<file path="config.mk">
export PLATFORM = sky130hd
export DESIGN_NAME = mult_arbiter
export DESIGN_NICKNAME = d
export VERILOG_FILES = /design/src/rtl/mult_arbiter.sv
export SDC_FILE = /design/constraint.sdc
export NUM_CORES = 1
export LEC_CHECK = 0
export ABC_AREA = 0
export BUFFER_PORTS_ARGS = -buffer_cell sky130_fd_sc_hd__buf_2
export CAP_MARGIN = 20
export CORE_ASPECT_RATIO = 1.1
export CORE_MARGIN = 1.5
export CORE_UTILIZATION = 25
export CTS_CLUSTER_DIAMETER = 80
export DETAILED_ROUTE_END_ITERATION = 7
export SLEW_MARGIN = 20
export SYNTH_ARGS = -nofsm -noshare
export SYNTH_HDL_FRONTEND = slang
export SYNTH_SLANG_ARGS = --single-unit
</file>
<file path="constraint.sdc">
create_clock -name clk_i -period 8 [get_ports clk_i]
set_clock_uncertainty 0.2 [all_clocks]
set_input_delay 1.2 -clock clk_i [delete_from_list [all_inputs] [get_ports clk_i]]
set_output_delay 1.2 -clock clk_i [all_outputs]
set_load 0.01 [all_outputs]
</file>
<file path="src/rtl/mult_arbiter.sv">
// Shares one sequential signed multiplier among NUM_REQ requesters.
// Requests are latched per requester and served one at a time in round-robin order.
module mult_arbiter #(
  parameter int NUM_REQ = 3,
  parameter int A_W     = 24,
  parameter int B_W     = 16,
  parameter int P_W     = 40
) (
  input  logic                   clk_i,
  input  logic                   rst_ni,
  input  logic [NUM_REQ-1:0]     req_start_i,
  input  logic [NUM_REQ*A_W-1:0] req_a_i,
  input  logic [NUM_REQ*B_W-1:0] req_b_i,
  output logic [NUM_REQ-1:0]     req_ready_o,
  output logic [P_W-1:0]         req_prod_o,
  output logic                   mult_start_o,
  output logic [A_W-1:0]         mult_a_o,
  output logic [B_W-1:0]         mult_b_o,
  input  logic                   mult_ready_i,
  input  logic [P_W-1:0]         mult_prod_i,
  output logic                   busy_o,
  output logic                   err_o
);

  localparam int GW = (NUM_REQ > 1) ? $clog2(NUM_REQ) : 1;

  typedef enum logic [1:0] {IDLE, ISSUE, WAIT, DONE} state_t;

  state_t             state_q, state_d;
  logic [NUM_REQ-1:0] pending_q;
  logic [A_W-1:0]     lat_a_q [NUM_REQ];
  logic [B_W-1:0]     lat_b_q [NUM_REQ];
  logic [GW-1:0]      grant_q, last_grant_q, arb_idx;
  logic               arb_found;
  logic [P_W-1:0]     prod_q;
  logic               err_q;
  logic               in_flight;

  // Only ISSUE and WAIT count as in flight; a start during DONE is a fresh request.
  assign in_flight = (state_q == ISSUE) || (state_q == WAIT);

  always_comb begin
    int idx;
    idx       = 0;
    arb_idx   = '0;
    arb_found = 1'b0;
    for (int i = 1; i <= NUM_REQ; i++) begin
      idx = int'(last_grant_q) + i;
      if (idx >= NUM_REQ) idx = idx - NUM_REQ;
      if (!arb_found && pending_q[GW'(idx)]) begin
        arb_found = 1'b1;
        arb_idx   = GW'(idx);
      end
    end
  end

  always_comb begin
    state_d = state_q;
    case (state_q)
      IDLE:    if (arb_found) state_d = ISSUE;
      ISSUE:   state_d = WAIT;
      WAIT:    if (mult_ready_i) state_d = DONE;
      DONE:    state_d = IDLE;
      default: state_d = IDLE;
    endcase
  end

  always_comb begin
    mult_start_o = 1'b0;
    mult_a_o     = '0;
    mult_b_o     = '0;
    req_ready_o  = '0;
    if (state_q == ISSUE) begin
      mult_start_o = 1'b1;
      mult_a_o     = lat_a_q[grant_q];
      mult_b_o     = lat_b_q[grant_q];
    end
    if (state_q == DONE) req_ready_o[grant_q] = 1'b1;
  end

  assign busy_o     = (state_q != IDLE);
  assign err_o      = err_q;
  assign req_prod_o = prod_q;

  always_ff @(posedge clk_i or negedge rst_ni) begin
    if (!rst_ni) begin
      state_q      <= IDLE;
      pending_q    <= '0;
      grant_q      <= '0;
      last_grant_q <= GW'(NUM_REQ - 1);
      prod_q       <= '0;
      err_q        <= 1'b0;
      for (int k = 0; k < NUM_REQ; k++) begin
        lat_a_q[k] <= '0;
        lat_b_q[k] <= '0;
      end
    end else begin
      state_q <= state_d;
      for (int k = 0; k < NUM_REQ; k++) begin
        if (req_start_i[k]) begin
          if (in_flight && (grant_q == GW'(k))) begin
            err_q <= 1'b1;
          end else begin
            lat_a_q[k]   <= req_a_i[k*A_W +: A_W];
            lat_b_q[k]   <= req_b_i[k*B_W +: B_W];
            pending_q[k] <= 1'b1;
          end
        end
      end
      // The granted requester cannot set its pending bit in ISSUE, so this clear never races a new start.
      if (state_q == ISSUE) pending_q[grant_q] <= 1'b0;
      if ((state_q == IDLE) && arb_found) begin
        grant_q      <= arb_idx;
        last_grant_q <= arb_idx;
      end
      if ((state_q == WAIT) && mult_ready_i) prod_q <= mult_prod_i;
    end
  end

endmodule

</file>
; Word level (Yosys, flattened, before mapping)
; Cells that the tools add are included.
[op_classes]
add_sub_neg = 6
order_cmp = 9
eq_ne = 7
n_mux = 46
n_bitwise = 6
reduce_logical = 18
[ops]
columns = cell, count
row1 = 2-to-1 mux 24 bit, 3
row2 = binary-select mux 24 bit (select 2 bit), 1
row3 = 2-to-1 mux 16 bit, 3
row4 = binary-select mux 16 bit (select 2 bit), 1
row5 = 2-to-1 mux 1 bit, 23
row6 = 2-to-1 mux 2 bit, 8
row7 = less-than comparator 2 x 4 -> 1 bit (second input constant), 3
row8 = greater-or-equal comparator 3 x 2 -> 1 bit (second input constant), 3
row9 = logical AND 1 bit, 8
row10 = one-hot mux 2 bit (4 select lines), 1
row11 = AND reduction 2 bit, 4
row12 = adder 2 x 2 -> 3 bit (second input constant), 2
row13 = binary-select mux 1 bit (select 2 bit), 3
row14 = == test 2 bit (second input constant), 3
row15 = 2-to-1 mux 3 bit, 2
row16 = subtractor 2 bit (second input constant), 3
row17 = == test 2 x 1 -> 1 bit (second input constant), 2
row18 = zero test 2 bit, 2
row19 = inequality test 2 bit (second input constant), 2
row20 = adder 2 x 1 -> 3 bit (second input constant), 1
row21 = bitwise AND 3 bit, 1
row22 = greater-or-equal comparator 3 bit (second input constant), 1
row23 = less-than comparator 2 x 3 -> 1 bit (second input constant), 1
row24 = NOT 1 bit, 3
row25 = other kinds (7), 8
[word_totals]
reg_bits = 170
input_bits = 166
out_inout_bits = 86
wordCells = 104

; Depth between registers and ports, before layout
[depth]
ltp_word = 15
ltp_mapped = 9
depth_no_buf = 6

; Worst setup path before layout
; No wires, ideal clock.
[synth_timing]
path_kind = flip-flop to output port
startpoint = reg grant_q[1]
endpoint = out mult_a_o[10]
t_arrival_ns = 1.232
required_time_ns = 6.600
path_slack_ns = 5.368
stages_incl_launch_ff = 8
path_buffers = 3
path_cell_list = dfrtp_1 buf_4 nor2b_1 buf_2 buf_2 nand2_1 o21ai_0 and2_1
[synth_between]
elab_chain_cells = 5
[synth_rtl]
columns = item, line
row1 = "start, declared", 33  ; logic [GW-1:0] grant_q, last_grant_q, arb_idx;
row2 = "start signal, assigned", 113  ; grant_q <= arb_idx;
row3 = NOT 2 -> 3 bit (implied by the code), 75  ; mult_a_o = lat_a_q[grant_q];
row4 = binary-select mux 24 bit (select 2 bit), 75
row5 = 2-to-1 mux 24 bit (implied by the code) (2 in a row), 75
row6 = 2-to-1 mux 24 bit, 73  ; if (state_q == ISSUE) begin
row7 = "end, declared", 17  ; output logic [A_W-1:0] mult_a_o,
; No other way between the ends. The select of a mux whose other input is x is not followed.

; Final worst setup path
[layout_timing]
startpoint = reg grant_q[1]
endpoint = out mult_a_o[14]
; The elaborated chain is that of the path after synthesis.

==> summary.txt <==
Die
  – Core area: 30400 um2
  – Initial Util: 0.253
  – Row cnt: 67
  – Die height: 187 um
  – Die area: roughly 32000 um2
  – Die width: 170 um
  – IO Pins: 252

GRT
  – Grt ovf: 0
  – Largest net degree at the start of global routing: 66
  – Initial antenna violation count: 5
  – Global-route wire length before repair: 33.2 mm
  – Vias in the first global route: 5914
  – Total track usage: 0.139

Clocking
  – Root Driver: clkbuf_16
  – Number of H-tree levels: 4
  – Setup bufs post-CTS: 0
  – # clock sinks: 169
  – CTS tree: built
  – Clock slew at reported path FFs: 0.07 ns
  – Clk_lat worst skew: roughly 0.42 ns
  – Resized cells post-CTS: 0
  – TritonCTS buffer count: 17
  – Worst-case clock buffer depth: 2
  – Hold_buf cts: 0

Synthesis
  – Synthesized instance count: 591
  – Top-count cell post-synth: dfrtp_1
  – Post-synthesis cell type count: 35
  – Syn_area_per_cell: 13.0 um2
  – Sequential area share after synthesis: 0.549
  – Share of the synthesized area in the top cell type: 0.546
  – Syn Nets: 765
  – Synth top area cells: dfrtp_1 (55%), mux2_2 (22%), mux2i_1 (5.6%), and2_1 (3.5%), o21ai_0 (2.9%)
  – Post-synth EDFFs: 0
  – Asr flop ratio synth: 1.00
  – Mapped cell area: 7700 um2
  – Yosys reg bits: 169
  – Yosys warns: 0
  – Post-synth top area cell: dfrtp_1
  – Synth cell count leaders: dfrtp_1 (168), mux2_2 (149), nand2_1 (46)
  – Main synth FF type: dfrtp_1

Placement
  – DP Cell Count: 1228
  – DP HPWL: roughly 15 mm
  – IO Port Bufs: approximately 250
  – GP Congestion: 0.734

Pwr
  – Post-layout total power: 0.00385 W
  – Cell area power density: approximately 390 nW/um2
  – Worst VDD drop: 0.171 mV
  – Pleak: between 4 and 5 nW

Run
  – MaxCap Viol Count: 0

STA
  – Max Slew Vio Count: 0
  – Worst-Margin Slew: 0.967 ns
  – Period utilization: 0.490
  – Max frequency: about 260 MHz
  – WHS: 0.275 ns
  – # setup viols final: 0
  – Fin. Hold Viols: 0
  – RSZ-0062 raised after global routing: false
  – Slew headroom: 0.355
  – Min Tclk post-route: 3.92 ns
  – Setup TNS: 0 ns

Drt
  – Via/cell ratio: about 4.3
  – DRT iter0 DRCs: 140
  – Avg WL per Cell: approximately 17 um
  – Via Count: 5405
  – DR pass1 iterations: 4
  – DR DRC count: 0
  – WL final: between 20 and 25 mm
  – Final ANT Viol Nets: 0

Worst setup path
  – Worst setup EP type: output port
  – Worst setup path class: flop to output port
  – Crit start category: flop
  – Worst Path Required: 6.60 ns
  – Crit path DAT: around 2.5 ns
  – Crit Path Max Fanout: 26
  – R2r setup slk: between 4 and 5 ns

Final layout
  – Final Util: 0.329
  – Share of layout cells above drive strength 1: 0.532
  – Fin cells: roughly 1300
  – Final net count: 1007
  – Area grow syn2layout: 29.8%

Status
  – Status: finished, final reports clean

Hold path
  – HP Class: flop to flop
## critical path, stage by stage, from the launching register on
cell and delay, ns:
dfrtp_4 0.67, nor2b_4 0.50, buf_4 0.45, nand2_1 0.09
o21ai_0 0.09, and2_1 0.14, buf_2 0.13
## cell usage in the layout (no fill, tap or decap), types with 2 or more instances in the layout
cell type	netlist	final
a21oi_1	3	3
nand2_1	46	43
a22oi_1	2	2
o31a_1	2	2
o21ai_0	44	44
and2_1	43	43
o21a_1	2	2
inv_1	9	9
mux2_1	12	12
mux2i_1	43	43
nor2_1	5	5
dfrtp_1	168	166
buf_2	16	250
bufinv_16	0	3
nand2_2	0	2
clkinv_4	0	3
diode_2	0	3
clkbuf_1	11	3
clkbuf_16	0	17
clkbuf_8	0	2
mux2_2	149	149
ha_1	8	7
clkinv_2	0	2
nand2b_1	2	2
buf_4	8	8
## power breakdown
part,leakage (nW),internal [W],switching [W],total [W]
combinational,2.43,0.000756,0.000775,0.00153
sequential,1.97,0.00123,0.000225,0.00146
clock,0.295,0.000510,0.000355,0.000865
total,4.69,0.00250,0.00136,0.00385
## cell families after synthesis
logic type,after synthesis,share of synthesized area
mux,204,0.291
flops,169,0.549
simple gates,101,0.0655
compound gates,64,0.0523
buf+inv,45,0.0284
fa+ha+maj,8,0.0130
## routing by layer
| layer | GRT usage | routed length, um |
|---|---|---|
| met1 | 0.166 | 9180 |
| met2 | 0.237 | 10600 |
| met3 | 0.0413 | 1310 |
| met4 | 0.0500 | 370 |
| met5 | 0 | 0 |
## per-stage QoR
step / instance area [um2] / worst slack (ns)
6_report: 10000 / 4.08
5_1_grt: 9990 / 3.82
4_1_cts: 9980 / 3.97
3_5_place_dp: 9380 / 4.46
3_3_place_gp: 9380 / 4.52
2_1_floorplan: 7700 / 5.37
## sequential cells by signal (all words and copies together), names as in the netlist
name and cells:
lat_a_q 72, err_o 1, pending_q 3, req_prod_o 40, grant_q 2, lat_b_q 48, state_q 2, last_grant_q 1
## layout make-up
class | count | area (um2)
sequential | 169 | 4240
antenna | 3 | 7.51
tap | 414 | 518
inverter | 9 | 33.8
fill | 3119 | 20400
multi-input combinational | 377 | 3270
clock inverter | 10 | 143
timing repair buffer | 259 | 1320
clock buffer | 22 | 464
## path summary, 6_finish.rpt
path	startpoint	to	cells past startpoint
worst max-delay path	grant_q[1]	mult_a_o[14]	6
worst min-delay path	err_o	err_o	1
worst max register to register	grant_q[1]	lat_b_q[23]	5
worst min register to register	err_o	err_o	1
max in group asynchronous	rst_ni	grant_q[1]	2
min in group asynchronous	rst_ni	req_prod_o[27]	1
Note: power is estimated with default switching activity, not from simulation.
